--- src/rtl/seq_multiplier_pkg.sv ---
// seq_multiplier_pkg: shared FSM state type, counter sizing and operand magnitude helper
// Contents: state_e (IDLE/BUSY/DONE), MAX_W (widest supported operand), cnt_w(), abs_mag()
package seq_multiplier_pkg;
  typedef enum logic [1:0] {IDLE, BUSY, DONE} state_e;
  localparam int MAX_W = 64;
  function automatic int cnt_w(input int n);
    return n > 1 ? $clog2(n) : 1;
  endfunction
  // value arrives sign-extended; unsigned callers simply pass is_signed=0 and keep the low bits
  function automatic logic [MAX_W-1:0] abs_mag(input logic [MAX_W-1:0] value, input logic is_signed);
    return (is_signed && value[MAX_W-1]) ? -value : value;
  endfunction
endpackage

--- src/rtl/seq_multiplier_pp.sv ---
// seq_multiplier_pp: combinational partial product of one multiplier slice, shifted and added to the accumulator
// Ports: mcand (multiplicand magnitude), shift (bit position of slice), slice (BitsPerCycle multiplier bits),
//        acc_in (current accumulator), acc_out (accumulator plus shifted partial product)
module seq_multiplier_pp #(
  parameter int Width = 8,
  parameter int BitsPerCycle = 1
) (
  input  logic [Width-1:0]         mcand,
  input  logic [$clog2(Width)-1:0] shift,
  input  logic [BitsPerCycle-1:0]  slice,
  input  logic [2*Width-1:0]       acc_in,
  output logic [2*Width-1:0]       acc_out
);
  localparam int W2 = 2 * Width;
  assign acc_out = acc_in + ((W2'(mcand) * W2'(slice)) << shift);
endmodule

--- src/rtl/seq_multiplier.sv ---
// seq_multiplier: iterative shift-add multiplier retiring BitsPerCycle multiplier bits per cycle, valid/ready on both sides
// Ports: clk_i, rst_ni (async active-low); in_valid_i/in_ready_o with data_in1_i (multiplicand), data_in2_i (multiplier),
//        signed_i (two's complement mode); data_out_o (2*Width product) with data_out_valid_o/data_out_ready_i
// Option: define SEQ_MULTIPLIER_EARLY_TERM_EN to finish as soon as the remaining multiplier bits are all zero
module seq_multiplier
  import seq_multiplier_pkg::*;
#(
  parameter int Width = 8,
  parameter int BitsPerCycle = 1
) (
  input  logic               clk_i,
  input  logic               rst_ni,
  input  logic               in_valid_i,
  output logic               in_ready_o,
  input  logic [Width-1:0]   data_in1_i,
  input  logic [Width-1:0]   data_in2_i,
  input  logic               signed_i,
  output logic [2*Width-1:0] data_out_o,
  output logic               data_out_valid_o,
  input  logic               data_out_ready_i
);
  localparam int N = Width / BitsPerCycle;
  localparam int CntW = cnt_w(N);
  localparam int ShW = $clog2(Width);
  state_e state, state_nxt;
  logic [Width-1:0] mcand, b, b_rem;
  logic [2*Width-1:0] acc, acc_nxt;
  logic [CntW-1:0] cnt;
  logic [ShW-1:0] shift;
  logic [MAX_W-1:0] sx1, sx2;
  logic neg, last;
  assign in_ready_o = state == IDLE;
  assign data_out_valid_o = state == DONE;
  assign sx1 = MAX_W'($signed(data_in1_i));
  assign sx2 = MAX_W'($signed(data_in2_i));
  assign shift = ShW'(cnt * BitsPerCycle);
  assign b_rem = b >> BitsPerCycle;
`ifdef SEQ_MULTIPLIER_EARLY_TERM_EN
  assign last = (cnt == CntW'(N - 1)) || (b_rem == '0);
`else
  assign last = cnt == CntW'(N - 1);
`endif
  seq_multiplier_pp #(.Width(Width), .BitsPerCycle(BitsPerCycle)) u_pp (
    .mcand  (mcand),
    .shift  (shift),
    .slice  (b[BitsPerCycle-1:0]),
    .acc_in (acc),
    .acc_out(acc_nxt)
  );
  always_ff @(posedge clk_i or negedge rst_ni)
    if (!rst_ni) state <= IDLE;
    else state <= state_nxt;
  always_comb begin
    state_nxt = state;
    case (state)
      IDLE: state_nxt = in_valid_i ? BUSY : IDLE;
      BUSY: state_nxt = last ? DONE : BUSY;
      DONE: state_nxt = data_out_ready_i ? IDLE : DONE;
      default: state_nxt = IDLE;
    endcase
  end
  always_ff @(posedge clk_i or negedge rst_ni)
    if (!rst_ni) begin
      mcand <= '0;
      b <= '0;
      acc <= '0;
      cnt <= '0;
      neg <= 1'b0;
      data_out_o <= '0;
    end else if (state == IDLE && in_valid_i) begin
      mcand <= Width'(abs_mag(sx1, signed_i));
      b <= Width'(abs_mag(sx2, signed_i));
      neg <= signed_i & (data_in1_i[Width-1] ^ data_in2_i[Width-1]);
      acc <= '0;
      cnt <= '0;
    end else if (state == BUSY) begin
      acc <= acc_nxt;
      b <= b_rem;
      cnt <= cnt + 1'b1;
      if (last) data_out_o <= neg ? -acc_nxt : acc_nxt;
    end
endmodule

--- config.mk ---
export PLATFORM = sky130hd
export DESIGN_NAME = seq_multiplier
export DESIGN_NICKNAME = d
export VERILOG_FILES = /design/src/rtl/seq_multiplier_pkg.sv /design/src/rtl/seq_multiplier_pp.sv /design/src/rtl/seq_multiplier.sv
export SDC_FILE = /design/constraint.sdc
export NUM_CORES = 1
export LEC_CHECK = 0
export CAP_MARGIN = 20
export CORE_MARGIN = 5
export CORE_UTILIZATION = 55
export CTS_CLUSTER_DIAMETER = 100
export DETAILED_ROUTE_END_ITERATION = 6
export PLACE_DENSITY = 0.78
export RECOVER_POWER = 100
export SLEW_MARGIN = 15
export SYNTH_ARGS = -nofsm -noshare
export SYNTH_HDL_FRONTEND = slang
export SYNTH_HIERARCHICAL = 1
export SYNTH_SLANG_ARGS = --single-unit
--- constraint.sdc ---
create_clock -name clk_i -period 4.3 [get_ports clk_i]
set_input_delay 0.86 -clock clk_i [delete_from_list [all_inputs] [get_ports clk_i]]
set_output_delay 0.86 -clock clk_i [all_outputs]
set_load 0.01 [all_outputs]
==> flow_metrics.py, run 1 <==
metrics = {
    "pwr": {
        "pwr-share-comb_pct": 61.7,
        "p_int_mw": 1.80,
        "leakagePower_nw": 1.98,
        "power_frac_seq_pct": 27.8,
        "power_density_nw_per_um2": 785,
        "ir_worst_vdd_uv": 564,
        "pwr-share-clk_pct": 10.5,
        "p_sw_mw": 1.62,
        "swShare_pct": 47.3,
    },
    "cts": {
        "cts_made_buffers": 5,
        "cts_tree": "done",
        "clock_latency_ns": 0.31,
        "clkSinkCount": 54,
        "cts-htree-levels": 2,
        "cts_root_buffer": "clkbuf_8",
        "hold_buffers": 0,
        "cts_buffer_depth": 2,
        "clkTransAtPathRegs_ns": 0.10,
    },
    "floorplan": {
        "num_rows": 30,
        "start_util_pct": 56.4,
        "chipWidth_um": 93.3,
        "ioPinCount": 39,
        "die_area_sq_um": 8700,
        "fp.coreArea_sq_um": 6760,
        "die_h_um": 93.3,
    },
    "logic_synthesis": {
        "synthSimpleGateAreaFrac_pct": 21.0,
        "synth_top_family_by_area": "simple AND/OR/NAND/NOR gates",
        "muxShareOfSynthArea_pct": 3.58,
        "synth_compound_area_share_pct": 20.4,
        "ys_types": 53,
        "syn_nets": 511,
        "ys_seq_area_share_pct": 35.4,
        "synth_cells": 468,
        "syn_area_per_cell_sq_um": 8.15,
        "ys_ff_latch": 54,
        "ys_warn_count": 6,
        "synth.cell_area_sq_um": 3810,
        "synth-adder-area-share_pct": 7.42,
        "synth_xor_area_share_pct": 8.27,
    },
    "worst_setup_path": {
        "path_class": "reg2reg",
        "slowest_stage": "or4_4",
        "critPathArrivalTime_ns": 4.27,
        "endpoint_kind": "register",
        "crit_family": "compound AO/OA/AOI/OAI gates",
        "required_ns": 4.48,
        "crit_buf_inv": 1,
        "crit_chain": "buf_4 > mux2i_1 > nor3b_1 > a311oi_1 > a21oi_1 > ha_1 > a21o_1 > a31oi_4 > o21ai_1 > xor2_1 > or4_4 > or4_4 > o31ai_4 > xor2_1 > o21ai_1",
        "startpoint_type": "register",
        "path_max_fanout": 8,
        "critPathMaxStageDelay_ns": 0.56,
    },
    "flow_run": {
        "maxCapViolCount": 1,
    },
    "global_routing": {
        "grt_pass1_wl_um": 14600,
        "grt.overflow.total": 0,
        "antenna_found_initial": 0,
        "grt_use_total_pct": 20.4,
        "grt_max_degree": 55,
        "first_global_vias": 3267,
    },
    "hold_path": {
        "hp-class": "reg2reg",
    },
    "timing": {
        "fin_skew_ns": 0.0141,
        "tightest_slew_ns": 2.83,
        "max_freq_ghz": 0.244,
        "hold_viol": 0,
        "layout_worst_path_cycle_share_pct": 95.2,
        "slew_headroom_pct": -88.7,
        "drv_slew": 55,
        "period_minus_slack_ns": 4.10,
        "worst_slack_ns": 0.205,
        "setup_viol": 0,
    },
    "detailed_routing": {
        "ant_nets": 0,
        "drt_iter0_drc": 163,
        "drt-pass1-iter-count": 4,
        "totalWireLength_um": 8300,
        "wire_per_inst_um": 14.4,
        "vias": 3271,
        "drc": 0,
        "viasPerCell": 5.68,
    },
    "cells_and_area": {
        "seqCellArea_sq_um": 1350,
        "layout-drive-gt1-share_pct": 6.65,
        "fillers": 569,
        "final_core_util_pct": 64.6,
        "syn2layout_area_growth_pct": 14.5,
        "final_common_cell": "nand2_1",
        "nets": 538,
        "diodes": 0,
        "layout_common_cells": "102 x nand2_1, 53 x dfrtp_1, 47 x o21ai_0, 29 x nor2_1, 24 x xor2_1",
        "multiInputGateArea_sq_um": 2320,
    },
    "placed_design": {
        "post-dp-hpwl_um": 6210,
        "io_buffers": 38,
        "place.gp.congestion": 0.903,
        "post-place-ws_ns": 0.0965,
    },
    "status": {
        "outcome": "finished, violations left",
        "violations": "max-capacitance violations, max-slew violations",
    },
}
-- cells in the mapped netlist (all sizes together) --
library cell | instances | share of area (%)
a211oi | 2 | 0.53
a21boi | 2 | 0.39
a21o | 8 | 1.6
a21oi | 20 | 2.7
a22oi | 1 | 0.20
a311oi | 2 | 0.62
a31oi | 9 | 1.9
and2 | 5 | 0.82
and3 | 2 | 0.33
and4 | 1 | 0.23
buf | 4 | 0.62
clkbuf | 22 | 2.2
dfrtp | 54 | 35
fa | 1 | 0.53
ha | 21 | 6.9
inv | 11 | 1.1
mux2 | 5 | 1.5
mux2i | 8 | 2.1
nand2 | 103 | 10
nand2b | 5 | 0.82
nand3 | 17 | 2.2
nand3b | 1 | 0.20
nand4 | 1 | 0.16
nor2 | 29 | 2.9
nor2b | 3 | 0.49
nor3 | 6 | 0.79
nor3b | 3 | 0.59
nor4 | 1 | 0.16
o211ai | 3 | 0.59
o21a | 1 | 0.20
o21ai | 61 | 8.0
o21ba | 1 | 0.26
o21bai | 1 | 0.20
o22ai | 3 | 0.49
o311ai | 1 | 0.23
o31ai | 8 | 2.3
o41ai | 1 | 0.23
or3 | 3 | 0.49
or4 | 2 | 0.59
xnor2 | 12 | 2.8
xor2 | 24 | 5.5
-- metrics by stage --
| stage | hold WS [ns] | instance area, sq um | TNS (ns) | power [mW] | cells |
|---|---|---|---|---|---|
| final | 0.482 | 4360 | 0 | 3.43 | 576 |
| after global routing | 0.533 | 4360 | -0.00666 | 3.78 | 576 |
| after CTS | 0.494 | 4350 | 0 | 3.45 | 574 |
| after detailed placement | 0.470 | 4230 | 0 | 3.08 | 566 |
| after global placement | 0.463 | 4230 | 0 | 3.01 | 566 |
| after floorplan | 0.462 | 3810 | 0 | 2.52 | 468 |
-- what timing repair did --
| action | in CTS | in global routing |
|---|---|---|
| buffers inserted | 0 | 2 |
| endpoints found under the setup margin | 0 | 3 |
| resized for setup | 0 | 2 |
-- sequential cells by signal (all words and copies together), names as in the netlist --
| signal | flops |
|---|---|
| state | 2 |
| data_out_o | 16 |
| cnt | 3 |
| mcand | 8 |
| b | 8 |
| acc | 16 |
| neg | 1 |
-- routing by layer --
layer | vias to the layer above | routed length [um] | global-route usage, %
li1 | 1671 | - | -
met4 | 0 | 154 | 7.20
met5 | - | 0 | 0
met3 | 13 | 253 | 3.06
met2 | 53 | 4150 | 35.5
met1 | 1534 | 3750 | 25.6
-- area by class of cell --
class                      count  share of cell area [%]
clock inverter                 2                   0.889
sequential                    54                    31.0
tap                           80                    2.29
timing repair buffer          46                    9.83
multi-input combinational    377                    53.2
clock buffer                   6                    1.89
inverter                      11                   0.946
-- power groups by stage --
| stage | sequential [mW] | clock (mW) | combinational (mW) |
|---|---|---|---|
| 4_1_cts | 0.953 | 0.370 | 2.13 |
| 6_report | 0.952 | 0.361 | 2.11 |
| 3_3_place_gp | 0.952 | 0 | 2.06 |
| 2_1_floorplan | 0.884 | 0 | 1.63 |
| 3_5_place_dp | 0.964 | 0 | 2.11 |
| 5_1_grt | 0.993 | 0.391 | 2.39 |
-- path summary, 6_finish.rpt --
check,from,to,slack (ns),cells after the start
worst max-delay path,cnt[0]$_DFFE_PN0P_,data_out_o[15]$_DFFE_PN0P_,0.20,15
worst min-delay path,data_out_o[2]$_DFFE_PN0P_,data_out_o[2]$_DFFE_PN0P_,0.48,2
worst max register to register,cnt[0]$_DFFE_PN0P_,data_out_o[15]$_DFFE_PN0P_,0.20,15
worst min register to register,data_out_o[2]$_DFFE_PN0P_,data_out_o[2]$_DFFE_PN0P_,0.48,2
max in group asynchronous,rst_ni,cnt[0]$_DFFE_PN0P_,0.94,2
min in group asynchronous,rst_ni,data_out_o[12]$_DFFE_PN0P_,1.54,2
-- logic make-up after synthesis --
group / after synthesis
buffers and inverters: 37
flip-flops: 54
AO/OA/AOI/OAI: 124
adder cells (fa/ha/maj): 22
XOR/XNOR: 36
multiplexers: 13
AND/OR/NAND/NOR: 182
-- worst reg2reg max path, delay by kind of cell, from the launching register on --
family                   cells  cell delay, ns
AO/OA/AOI/OAI                7            1.22
AND/OR/NAND/NOR              3            1.10
flip-flops                   1            0.49
adder cells (fa/ha/maj)      1            0.38
XOR/XNOR                     2            0.37
multiplexers                 1            0.26
buffers and inverters        1            0.15
No activity file was read; power rests on OpenSTA's default activity.
==> run 2, diff against run 1 <==
==> constraint.sdc (replaced) <==
create_clock -name clk_i -period 4.3 [get_ports clk_i]
set_input_delay 1.075 -clock clk_i [delete_from_list [all_inputs] [get_ports clk_i]]
set_output_delay 1.075 -clock clk_i [all_outputs]
set_load 0.01 [all_outputs]
==> flow_metrics.py, run 2 (synthesis gave the netlist of run 1 again) <==
metrics = {
    "global_routing": {
        "grt_max_degree": 36,
        "first_global_vias": 3351,
        "met1_usage_pct": 27.1,
        "grt.overflow.total": 0,
        "use_met2_pct": 38.2,
        "antenna_found_initial": 0,
        "grt.busiest_layer": "met2",
        "grt_pass1_wl_um": 15200,
        "grtUsageMet3_pct": 3.22,
        "grt_use_total_pct": 21.5,
    },
    "status": {
        "violations": "max-capacitance violations, max-slew violations",
        "outcome": "finished, violations left",
    },
    "detailed_routing": {
        "viasPerCell": 5.84,
        "totalWireLength_um": 8760,
        "ant_nets": 0,
        "drt_iter0_drc": 281,
        "wire_per_inst_um": 15.1,
        "vias": 3390,
        "drc": 0,
        "drt-pass1-iter-count": 4,
    },
    "floorplan": {
        "ioPinCount": 39,
        "fp.coreArea_sq_um": 6760,
        "die_h_um": 93.3,
        "start_util_pct": 56.4,
        "num_rows": 30,
        "die_area_sq_um": 8700,
        "chipWidth_um": 93.3,
    },
    "cts": {
        "cts_made_buffers": 5,
        "cts_tree": "done",
        "cts-htree-levels": 2,
        "clkTransAtPathRegs_ns": 0.10,
        "clkSinkCount": 54,
        "cts_buffer_depth": 2,
        "hold_buffers": 0,
        "cts_root_buffer": "clkbuf_8",
        "clock_latency_ns": 0.32,
    },
    "placed_design": {
        "place.gp.congestion": 0.897,
        "place_area_sq_um": 4230,
        "io_buffers": 38,
        "post-dp-hpwl_um": 6440,
    },
    "hold_path": {
        "hp-class": "reg2reg",
        "min_from": "data_out_o[14]$_DFFE_PN0P_",
    },
    "worst_setup_path": {
        "critPathArrivalTime_ns": 4.23,
        "path_class": "reg2reg",
        "path_max_fanout": 7,
        "endpoint_kind": "register",
        "crit_start": "cnt[0]$_DFFE_PN0P_",
        "required_ns": 4.48,
        "startpoint_type": "register",
        "reg2reg_from": "cnt[0]$_DFFE_PN0P_",
    },
    "pwr": {
        "ir_worst_vdd_uv": 733,
        "leakagePower_nw": 2.00,
        "pwr-share-clk_pct": 10.3,
        "power_frac_seq_pct": 27.0,
        "power_density_nw_per_um2": 797,
        "p_total_mw": 3.52,
        "pwr-share-comb_pct": 62.6,
        "swShare_pct": 47.7,
        "p_sw_mw": 1.68,
        "p_int_mw": 1.84,
    },
    "cells_and_area": {
        "diodes": 0,
        "layout-drive-gt1-share_pct": 7.80,
        "multiInputGateArea_sq_um": 2340,
        "syn2layout_area_growth_pct": 15.8,
        "nets": 542,
        "fin_area_sq_um": 4410,
        "top_regs": "acc (16), data_out_o (16)",
        "fillers": 582,
        "final_common_cell": "nand2_1",
        "layout_common_cells": "102 x nand2_1, 53 x dfrtp_1, 47 x o21ai_0, 29 x nor2_1, 24 x xor2_1",
        "seqCellArea_sq_um": 1350,
    },
    "timing": {
        "drv_slew": 31,
        "layout_worst_path_cycle_share_pct": 94.1,
        "hold_viol": 0,
        "slew_headroom_pct": -4.98,
        "max_freq_ghz": 0.247,
        "fin_tns_setup_ns": 0,
        "period_minus_slack_ns": 4.05,
        "setup_viol": 0,
        "tightest_slew_ns": 1.57,
        "fin_skew_ns": 0.0104,
    },
    "flow_run": {
        "maxCapViolCount": 1,
    },
}
[run 2: cell count changes in the layout (fill, tap and decap cells not counted), sizes merged]
cell and delta:
buf +3, clkbuf +1
[run 2: per-layer routing]
metal | vias up | share of wire (%)
li1 | 1687 | -
met1 | 1639 | 43
met2 | 54 | 53
met3 | 10 | 2.7
met4 | 0 | 1.2
met5 | - | 0
[run 2: stage by stage]
| stage | hold WS (ns) | instances | setup WS, ns | utilization (%) |
|---|---|---|---|---|
| finish | 0.483 | 580 | 0.253 | 65.3 |
| global route | 0.528 | 580 | -0.0146 | 65.3 |
| CTS | 0.493 | 574 | 0.0741 | 64.4 |
| detailed placement | 0.470 | 566 | 0.0977 | 62.6 |
| global placement | 0.463 | 566 | 0.214 | 62.6 |
| floorplan | 0.462 | 468 | 0.354 | - |
[run 2: path summary, 6_finish.rpt]
check,to,slack (ns),cells after the start
worst max-delay path,data_out_o[15]$_DFFE_PN0P_,0.25,17
worst min-delay path,data_out_o[14]$_DFFE_PN0P_,0.48,2
worst max register to register,data_out_o[15]$_DFFE_PN0P_,0.25,17
worst min register to register,data_out_o[14]$_DFFE_PN0P_,0.48,2
max in group asynchronous,data_out_o[5]$_DFFE_PN0P_,1.13,2
min in group asynchronous,data_out_o[11]$_DFFE_PN0P_,1.07,1
[run 2: final cells by class]
cell class / instances / area share, %
multi-input combinational: 377 / 53.0
sequential: 54 / 30.6
timing repair buffer: 50 / 10.4
tap: 80 / 2.27
clock buffer: 6 / 1.87
inverter: 11 / 0.936
clock inverter: 2 / 0.879
[run 2: critical path, stage by stage (launching register included)]
cell	delay [ns]
dfrtp_2	0.47
clkbuf_4	0.20
buf_4	0.15
nand2b_1	0.17
o22ai_1	0.19
nand2_1	0.07
o31ai_1	0.09
ha_1	0.34
a21oi_4	0.22
o21ai_1	0.10
a21o_1	0.21
a21boi_1	0.15
xnor2_1	0.16
or4_4	0.53
or4_4	0.45
o31ai_4	0.19
xor2_1	0.17
o21ai_1	0.07
[run 2: power groups by stage]
stage / Clock (mW) / Sequential, mW / Combinational, mW
4_1_cts: 0.372 / 0.956 / 2.15
3_3_place_gp: 0 / 0.952 / 2.06
3_5_place_dp: 0 / 0.964 / 2.13
6_report: 0.364 / 0.951 / 2.20
5_1_grt: 0.399 / 0.987 / 2.46
2_1_floorplan: 0 / 0.884 / 1.63
[run 2: timing repair]
item	4_1_cts	5_1_grt
hold endpoints to repair	0	0
setup buffers	0	6
endpoints found under the setup margin	0	3
resized for setup	0	8
